**config.mk**
```make
export PLATFORM = sky130hd
export DESIGN_NAME = driver_teclado
export DESIGN_NICKNAME = d
export VERILOG_FILES = /design/src/rtl/driver_teclado_pkg.sv /design/src/rtl/driver_teclado.sv
export SDC_FILE = /design/constraint.sdc
export NUM_CORES = 1
export LEC_CHECK = 0
export BUFFER_PORTS_ARGS = -buffer_cell sky130_fd_sc_hd__buf_2
export CELL_PAD_IN_SITES_DETAIL_PLACEMENT = 0
export CELL_PAD_IN_SITES_GLOBAL_PLACEMENT = 1
export CORE_MARGIN = 2
export CORE_UTILIZATION = 35
export DETAILED_ROUTE_END_ITERATION = 7
export PLACE_DENSITY_LB_ADDON = 0.1
export SLEW_MARGIN = 20
export SYNTH_ARGS = -nofsm -noshare
export SYNTH_HDL_FRONTEND = slang
export SYNTH_SLANG_ARGS = --single-unit
```
**constraint.sdc**
```tcl
create_clock -name clk -period 2.3 [get_ports clk]
set_clock_uncertainty 0.1 [all_clocks]
set_input_delay 0.46 -clock clk [delete_from_list [all_inputs] [get_ports clk]]
set_output_delay 0.46 -clock clk [all_outputs]
set_load 0.02 [all_outputs]
```
**src/rtl/driver_teclado_pkg.sv**
```systemverilog
// Shared key codes and scanner FSM encoding for the 4x4 keypad driver.
package driver_teclado_pkg;

  localparam int unsigned CODE_W = 5;

  localparam logic [CODE_W-1:0] KEY_A    = 5'd10;
  localparam logic [CODE_W-1:0] KEY_B    = 5'd11;
  localparam logic [CODE_W-1:0] KEY_C    = 5'd12;
  localparam logic [CODE_W-1:0] KEY_D    = 5'd13;
  localparam logic [CODE_W-1:0] KEY_STAR = 5'd14;
  localparam logic [CODE_W-1:0] KEY_HASH = 5'd15;
  localparam logic [CODE_W-1:0] KEY_NONE = 5'h1F;

  typedef enum logic [1:0] {
    ST_SCAN    = 2'd0,
    ST_CONFIRM = 2'd1,
    ST_HOLD    = 2'd2
  } state_t;

endpackage

```
**src/rtl/driver_teclado.sv**
```systemverilog
// 4x4 matrix keypad scanner: rotates the column drive, debounces a press,
// latches its key code and pulses enter for '#'.
module driver_teclado
  import driver_teclado_pkg::*;
#(
  parameter int unsigned SCAN_DIV = 1,
  parameter int unsigned DEBOUNCE = 1
) (
  input  logic       clk,
  input  logic       rst_n,
  input  logic [3:0] fila,
  output logic [3:0] col,
  output logic [4:0] digito,
  output logic       enter
);

  localparam int unsigned DIV_W = (SCAN_DIV > 1) ? $clog2(SCAN_DIV) : 1;
  localparam int unsigned DB_W  = $clog2(DEBOUNCE + 1);

  state_t              state_q, state_d;
  logic [3:0]          col_q, col_d;
  logic [CODE_W-1:0]   digito_q, digito_d;
  logic                enter_q, enter_d;
  logic [3:0]          cap_q, cap_d;
  logic [DB_W-1:0]     db_q, db_d;
  logic [DIV_W-1:0]    div_q, div_d;
  logic [CODE_W-1:0]   code_c;
  logic [3:0]          col_next_c;

  // (row,col) -> key code; lowest set row wins when several rows are high.
  function automatic logic [CODE_W-1:0] key_code(input logic [3:0] rows,
                                                 input logic [3:0] cols);
    logic [1:0] r;
    logic [1:0] c;
    casez (rows)
      4'b???1: r = 2'd0;
      4'b??10: r = 2'd1;
      4'b?100: r = 2'd2;
      default: r = 2'd3;
    endcase
    case (cols)
      4'b0001: c = 2'd0;
      4'b0010: c = 2'd1;
      4'b0100: c = 2'd2;
      default: c = 2'd3;
    endcase
    case ({r, c})
      4'd0:    key_code = 5'd1;
      4'd1:    key_code = 5'd2;
      4'd2:    key_code = 5'd3;
      4'd3:    key_code = KEY_A;
      4'd4:    key_code = 5'd4;
      4'd5:    key_code = 5'd5;
      4'd6:    key_code = 5'd6;
      4'd7:    key_code = KEY_B;
      4'd8:    key_code = 5'd7;
      4'd9:    key_code = 5'd8;
      4'd10:   key_code = 5'd9;
      4'd11:   key_code = KEY_C;
      4'd12:   key_code = KEY_STAR;
      4'd13:   key_code = 5'd0;
      4'd14:   key_code = KEY_HASH;
      default: key_code = KEY_D;
    endcase
  endfunction

  // In SCAN the live sample is the one being accepted; later the captured one is.
  assign code_c     = key_code((state_q == ST_SCAN) ? fila : cap_q, col_q);
  assign col_next_c = {col_q[2:0], col_q[3]};

  // Next-state and registered-output logic.
  always_comb begin
    state_d  = state_q;
    col_d    = col_q;
    digito_d = digito_q;
    enter_d  = 1'b0;
    cap_d    = cap_q;
    db_d     = db_q;
    div_d    = div_q;
    case (state_q)
      ST_SCAN: begin
        if (fila != 4'b0000) begin
          cap_d = fila;
          div_d = '0;
          if (DEBOUNCE == 1) begin
            digito_d = code_c;
            enter_d  = (code_c == KEY_HASH);
            db_d     = '0;
            state_d  = ST_HOLD;
          end else begin
            db_d    = DB_W'(1);
            state_d = ST_CONFIRM;
          end
        end else if (div_q == DIV_W'(SCAN_DIV - 1)) begin
          div_d = '0;
          col_d = col_next_c;
        end else begin
          div_d = div_q + DIV_W'(1);
        end
      end
      ST_CONFIRM: begin
        if (fila == cap_q) begin
          if (db_q + DB_W'(1) == DB_W'(DEBOUNCE)) begin
            digito_d = code_c;
            enter_d  = (code_c == KEY_HASH);
            db_d     = '0;
            state_d  = ST_HOLD;
          end else begin
            db_d = db_q + DB_W'(1);
          end
        end else begin
          db_d    = '0;
          col_d   = col_next_c;
          state_d = ST_SCAN;
        end
      end
      ST_HOLD: begin
        if (fila == 4'b0000) begin
          if (db_q + DB_W'(1) == DB_W'(DEBOUNCE)) begin
            db_d    = '0;
            col_d   = col_next_c;
            state_d = ST_SCAN;
          end else begin
            db_d = db_q + DB_W'(1);
          end
        end else begin
          db_d = '0;
        end
      end
      default: begin
        state_d = ST_SCAN;
      end
    endcase
  end

  // State and output registers.
  always_ff @(posedge clk or negedge rst_n) begin
    if (!rst_n) begin
      state_q  <= ST_SCAN;
      col_q    <= 4'b0001;
      digito_q <= KEY_NONE;
      enter_q  <= 1'b0;
      cap_q    <= '0;
      db_q     <= '0;
      div_q    <= '0;
    end else begin
      state_q  <= state_d;
      col_q    <= col_d;
      digito_q <= digito_d;
      enter_q  <= enter_d;
      cap_q    <= cap_d;
      db_q     <= db_d;
      div_q    <= div_d;
    end
  end

  assign col    = col_q;
  assign digito = digito_q;
  assign enter  = enter_q;

endmodule

```
### Word level (Yosys, flattened, before mapping)

Memories as Yosys holds them, arrays and structs flattened.
Cells that the tools add are included.

* $add $sub $neg: 2
* multiply operators: 0
* div/mod/pow operators: 0
* magnitude comparators: 0
* eq/ne operators: 18
* shift operators: 0
* multiplexer cells: 27
* bitwise operators: 0
* reduce and logical (&&, ||, !) cells: 12

Operator list (count)
* $mux W4: 5
* $pmux W2 S3: 3
* $mux W5: 3
* $ne A2 B2 Y1 const B: 7
* $pmux W4 S3: 1
* $mux W2: 5
* $pmux W5 S2: 1
* $reduce_and A4 Y1: 2
* $mux W1: 6
* $reduce_and A6 Y1: 1
* $eq A5 B4 Y1 const B: 1
* $eq A2 B2 Y1 const B: 2
* $eq A4 B1 Y1 const B: 1
* $eq A4 B2 Y1 const B: 1
* $eq A4 B3 Y1 const B: 1
* $eq A4 B4 Y1: 1
* $logic_not A4 Y1: 1
* $pmux W1 S2: 2
* $reduce_and A2 Y1: 2
* $reduce_bool A2 Y1: 2
* $reduce_bool A4 Y1: 1
* $eq A3 B3 Y1 const B: 1
* $mux W3: 1
* $ne A3 B3 Y1 const B: 1
* 6 further kinds: 7

* register bits after elaboration: 18
* latch bits: 0
* memory bits (writable): 0
* ROM bits: 64
* input bits: 6
* word-level logic and storage cells: 67
* memories kept: 1

Memories
* (no name shown): depth 16, width 4, rd ports 1, clocked after Yosys merged registers in 0, write ports 0, RTL line driver_teclado.sv:47 `case ({r, c})`

### Logic depth before layout (Yosys ltp)

An unclocked memory read counts as a cell.

* depth after elaboration: 9
* gate-level depth with buffers: 6

### Worst setup path after synthesis

Ideal clock, no wire load.

* path type: reg2reg
* start point: reg col_q[3] (netlist: col[3])
* end point: reg digito_q[3] (netlist: digito[3])
* setup time: 78 ps
* arrival: 2070 ps
* required time: 2122 ps
* path slack: 52 ps
* cell stages (with the launch flop): 6
* buffers on the path: 0
* clock period less this slack: 2248 ps
* cells stage by stage: dfrtp_1 or4b_4 ha_1 a211oi_1 o311ai_0 a31o_2

* word-level cells in the longest chain between the ends: 6
* elaborated cells on any way between the ends: 9

Ends and longest elaborated chain
* from (decl): RTL line driver_teclado.sv:21 `logic [3:0] col_q, col_d;`
* from (signal assigned): RTL line driver_teclado.sv:148 `col_q <= col_d;`
* $eq A4 B3 Y1, or another cell as far along: RTL line driver_teclado.sv:41 `case (cols)`
* $pmux W2 S3 *: RTL line driver_teclado.sv:41
* $mem_v2 Z16 W4 *
* $mux W5: RTL line driver_teclado.sv:103 `if (db_q + DB_W'(1) == DB_W'(DEBOUNCE)) begin`
* $mux W5: RTL line driver_teclado.sv:102 `if (fila == cap_q) begin`
* $pmux W5 S2 *: RTL line driver_teclado.sv:80 `case (state_q)`
* to (signal assigned): RTL line driver_teclado.sv:149 `digito_q <= digito_d;`
* to (decl): RTL line driver_teclado.sv:22 `logic [CODE_W-1:0] digito_q, digito_d;`

Mark *: on every way between the ends. The rest lies on a longest branch, timed or not. The select of a mux whose other input is x is not followed.
A chain may end at the register's enable or synchronous reset.

### Final worst setup path

Ends and elaborated chain as after synthesis.

==> metrics.md <==
| Metric | Value |
|---|---|
| Post-Synth Adder-Cell Area | 0.0586 |
| Global-route wire length before repair | 3.00 mm |
| # nets final | 115 |
| DRT Pass-1 Iters | 3 |
| Worst Path Required | 2.42 ns |
| Final instance area | 1040 µm² |
| Setup TNS | 0 ns |
| Fin util | 0.463 |
| Commonest cells in the netlist | 8 x dfrtp_1, 8 x mux2_2, 6 x dfstp_2, 6 x nor2_1, 5 x o21ai_0 |
| Height of the chip | 53.4 µm |
| XOR/XNOR share of the synthesized area | 0.0102 |
| Tcrit/Tclk final | 0.951 |
| Post-Route WL | 1.76 mm |
| Post-Place Cells | 127 |
| All-Layer GR Usage | 0.153 |
| Initial Utilization | 0.379 |
| Antenna Nets Post-Route | 0 |
| DIE AREA | 2850 µm² |
| Post-synthesis cell area | 855 µm² |
| Depth of the CTS H-tree | 1 |
| Commonest register cell after synthesis | dfrtp_1 |
| Non-Filler Instances | 132 |
| Worst reg-to-reg setup slack | 0.11 ns |
| Vias in the first global route | 669 |
| Final min period | 2.19 ns |
| # fillers | 237 |
| GPL Wtd Cong | 0.761 |
| Slew headroom | 0.708 |
| FF+latch area | 358 µm² |
| DR iter-0 viols | 1 |
| GRT overflow | 0 |
| Syn nets | 90 |
| Post-Synth Simple-Gate Area | 0.190 |
| Core Region | 2250 µm² |
| Dpl cell area | 993 µm² |
| Max Cap Viol | 0 |
| Mux share of post-synthesis cell area | 0.105 |
| CTS tree | built |
| # DRC | 0 |
| Initial antenna violation count | 0 |
| IO Port Bufs | 15 |
| Final setup vio count | 0 |
| Via density | 5.21 |
| R2R depth | 6 |
| Hold Vio Cnt, Final | 0 |
| Post-CTS setup buffers | 0 |
| WL per Instance | 13.4 µm |
| P per Cell Area | 966 nW/µm² |
| Multi-input logic area | 474 µm² |
| Top cell type's share of synthesized area | 0.234 |
| Placement Setup Slack | 0.0326 ns |
| Area leader, netlist | dfrtp_1 |
| Setup ws final | 0.112 ns |
| Highest clock rate | 0.457 GHz |
| Die W | 53.4 µm |
| CP max FO | 6 |
| Asr flop ratio synth | 1.00 |
| Synth unique cells | 36 |
| I/O Pins | 16 |
| Status | finished, final reports clean |
| Worst Hold Class | input pin to register |
| Antenna diodes | 0 |
| Final Max Slew Viols | 0 |
| Worst hold stages | 2 |
| CTS sink count | 14 |
| Synth Area in Compound Gates | 0.184 |
| Synth Register Bits | 14 |
| Setup crit start kind | register |
| Clk root buf | clkbuf_4 |
| Crit. End Element | register |
| Clock transition at path regs | 0.09 ns |
| Main combinational cell family by area after synthesis | simple AND/OR/NAND/NOR gates |
| Total CTS buffers | 3 |
| Detailed placement HPWL | 1.37 mm |
| Yosys Warn Count | 0 |
| Top cells by area, synth | dfrtp_1 23%, dfstp_2 18%, mux2_2 11% |
| Lkg Pwr | 0.000483 µW |
| Clock Latency Late Sink | 0.27 ns |
| Worst slew pin tran | 0.427 ns |
| Crit path DAT | 2.31 ns |
| Std-Cell Rows | 17 |
| Kind of critical path | register to register |
| Clk buf depth | 2 |
| Vias | 688 |
| VDD IR max | 0.891 mV |
| Synth Area per Inst | 10.7 µm² |
| Post-synth EDFFs | 0 |
| Layout cells sized above 1 | 0.452 |
| Sequential-to-total area share from yosys stat | 0.419 |
| Largest net degree at the start of global routing | 15 |
| Synth Instances | 80 |
| Area grow syn2layout | 22.3% |
-- sequential cells by signal (all words and copies together), names as in the netlist --
name	flops
digito	5
cap_q	3
state_q	1
col	4
enter	1
-- cell families after synthesis --
logic type / after synthesis
DFF: 14
AOI/OAI and AO/OA: 22
xor gates and xnor gates: 1
and+or+nand+nor: 26
muxes: 8
buffers and inverters: 5
adders and majority gates: 4
-- metal layers --
layer | vias to the layer above | part of all wire | GRT usage
li1 | 351 | - | -
met1 | 322 | 0.45 | 0.171
met2 | 13 | 0.50 | 0.261
met3 | 2 | 0.036 | 0.0508
met4 | 0 | 0.015 | 0.0641
met5 | - | 0 | 0
-- timing repair --
action	CTS	global route
hold endpoints to repair	8	0
resized for setup	0	1
setup endpoints to repair	0	2
hold buffers	1	0
-- where the power goes --
| group | switching, µW | total (µW) | internal (µW) |
|---|---|---|---|
| clock network | 79.5 | 176 | 96.3 |
| registers | 58.1 | 396 | 338 |
| logic | 232 | 437 | 205 |
| total | 370 | 1010 | 639 |
-- layout make-up --
class | instances | area share
Multi-Input combinational cell | 61 | 0.454
Sequential cell | 14 | 0.343
Timing Repair Buffer | 22 | 0.125
Clock buffer | 4 | 0.0347
Tap cell | 28 | 0.0335
Inverter | 3 | 0.0108
-- cell usage in the layout, fill, tap and decap left out, drive strengths merged, types with 2 or more instances in the layout --
master and count:
or2b 2, dfstp 6, a211oi 4, buf 21, inv 3, nand2 3
dfrtp 8, mux2 8, or4b 2, clkbuf 4, nor2 6, ha 4
nor2b 4, a211o 2, o21ai 5, a31oi 2
-- per-stage QoR --
step	hold slack, ns	power (µW)
6_report	0.364	1010
5_1_grt	0.353	1110
4_1_cts	0.350	1020
3_5_place_dp	0.279	843
3_3_place_gp	0.276	839
2_1_floorplan	0.0644	752
-- worst max-delay path, cell delays in order, from the launching register on --
cell,delay [ns]
dfrtp_1,0.42
or4b_4,0.57
ha_1,0.28
a211oi_2,0.22
buf_4,0.15
o311ai_0,0.14
a31o_2,0.25
-- final timing paths --
check / start / endpoint
setup / recovery: col[3] / digito[3]
hold / removal: fila[1] / cap_q[1]
setup reg to reg: col[3] / digito[3]
hold reg to reg: digito[4] / digito[4]
max in group asynchronous: rst_n / col[0]
min in group asynchronous: rst_n / enter
(Power assumes the default switching activity.)
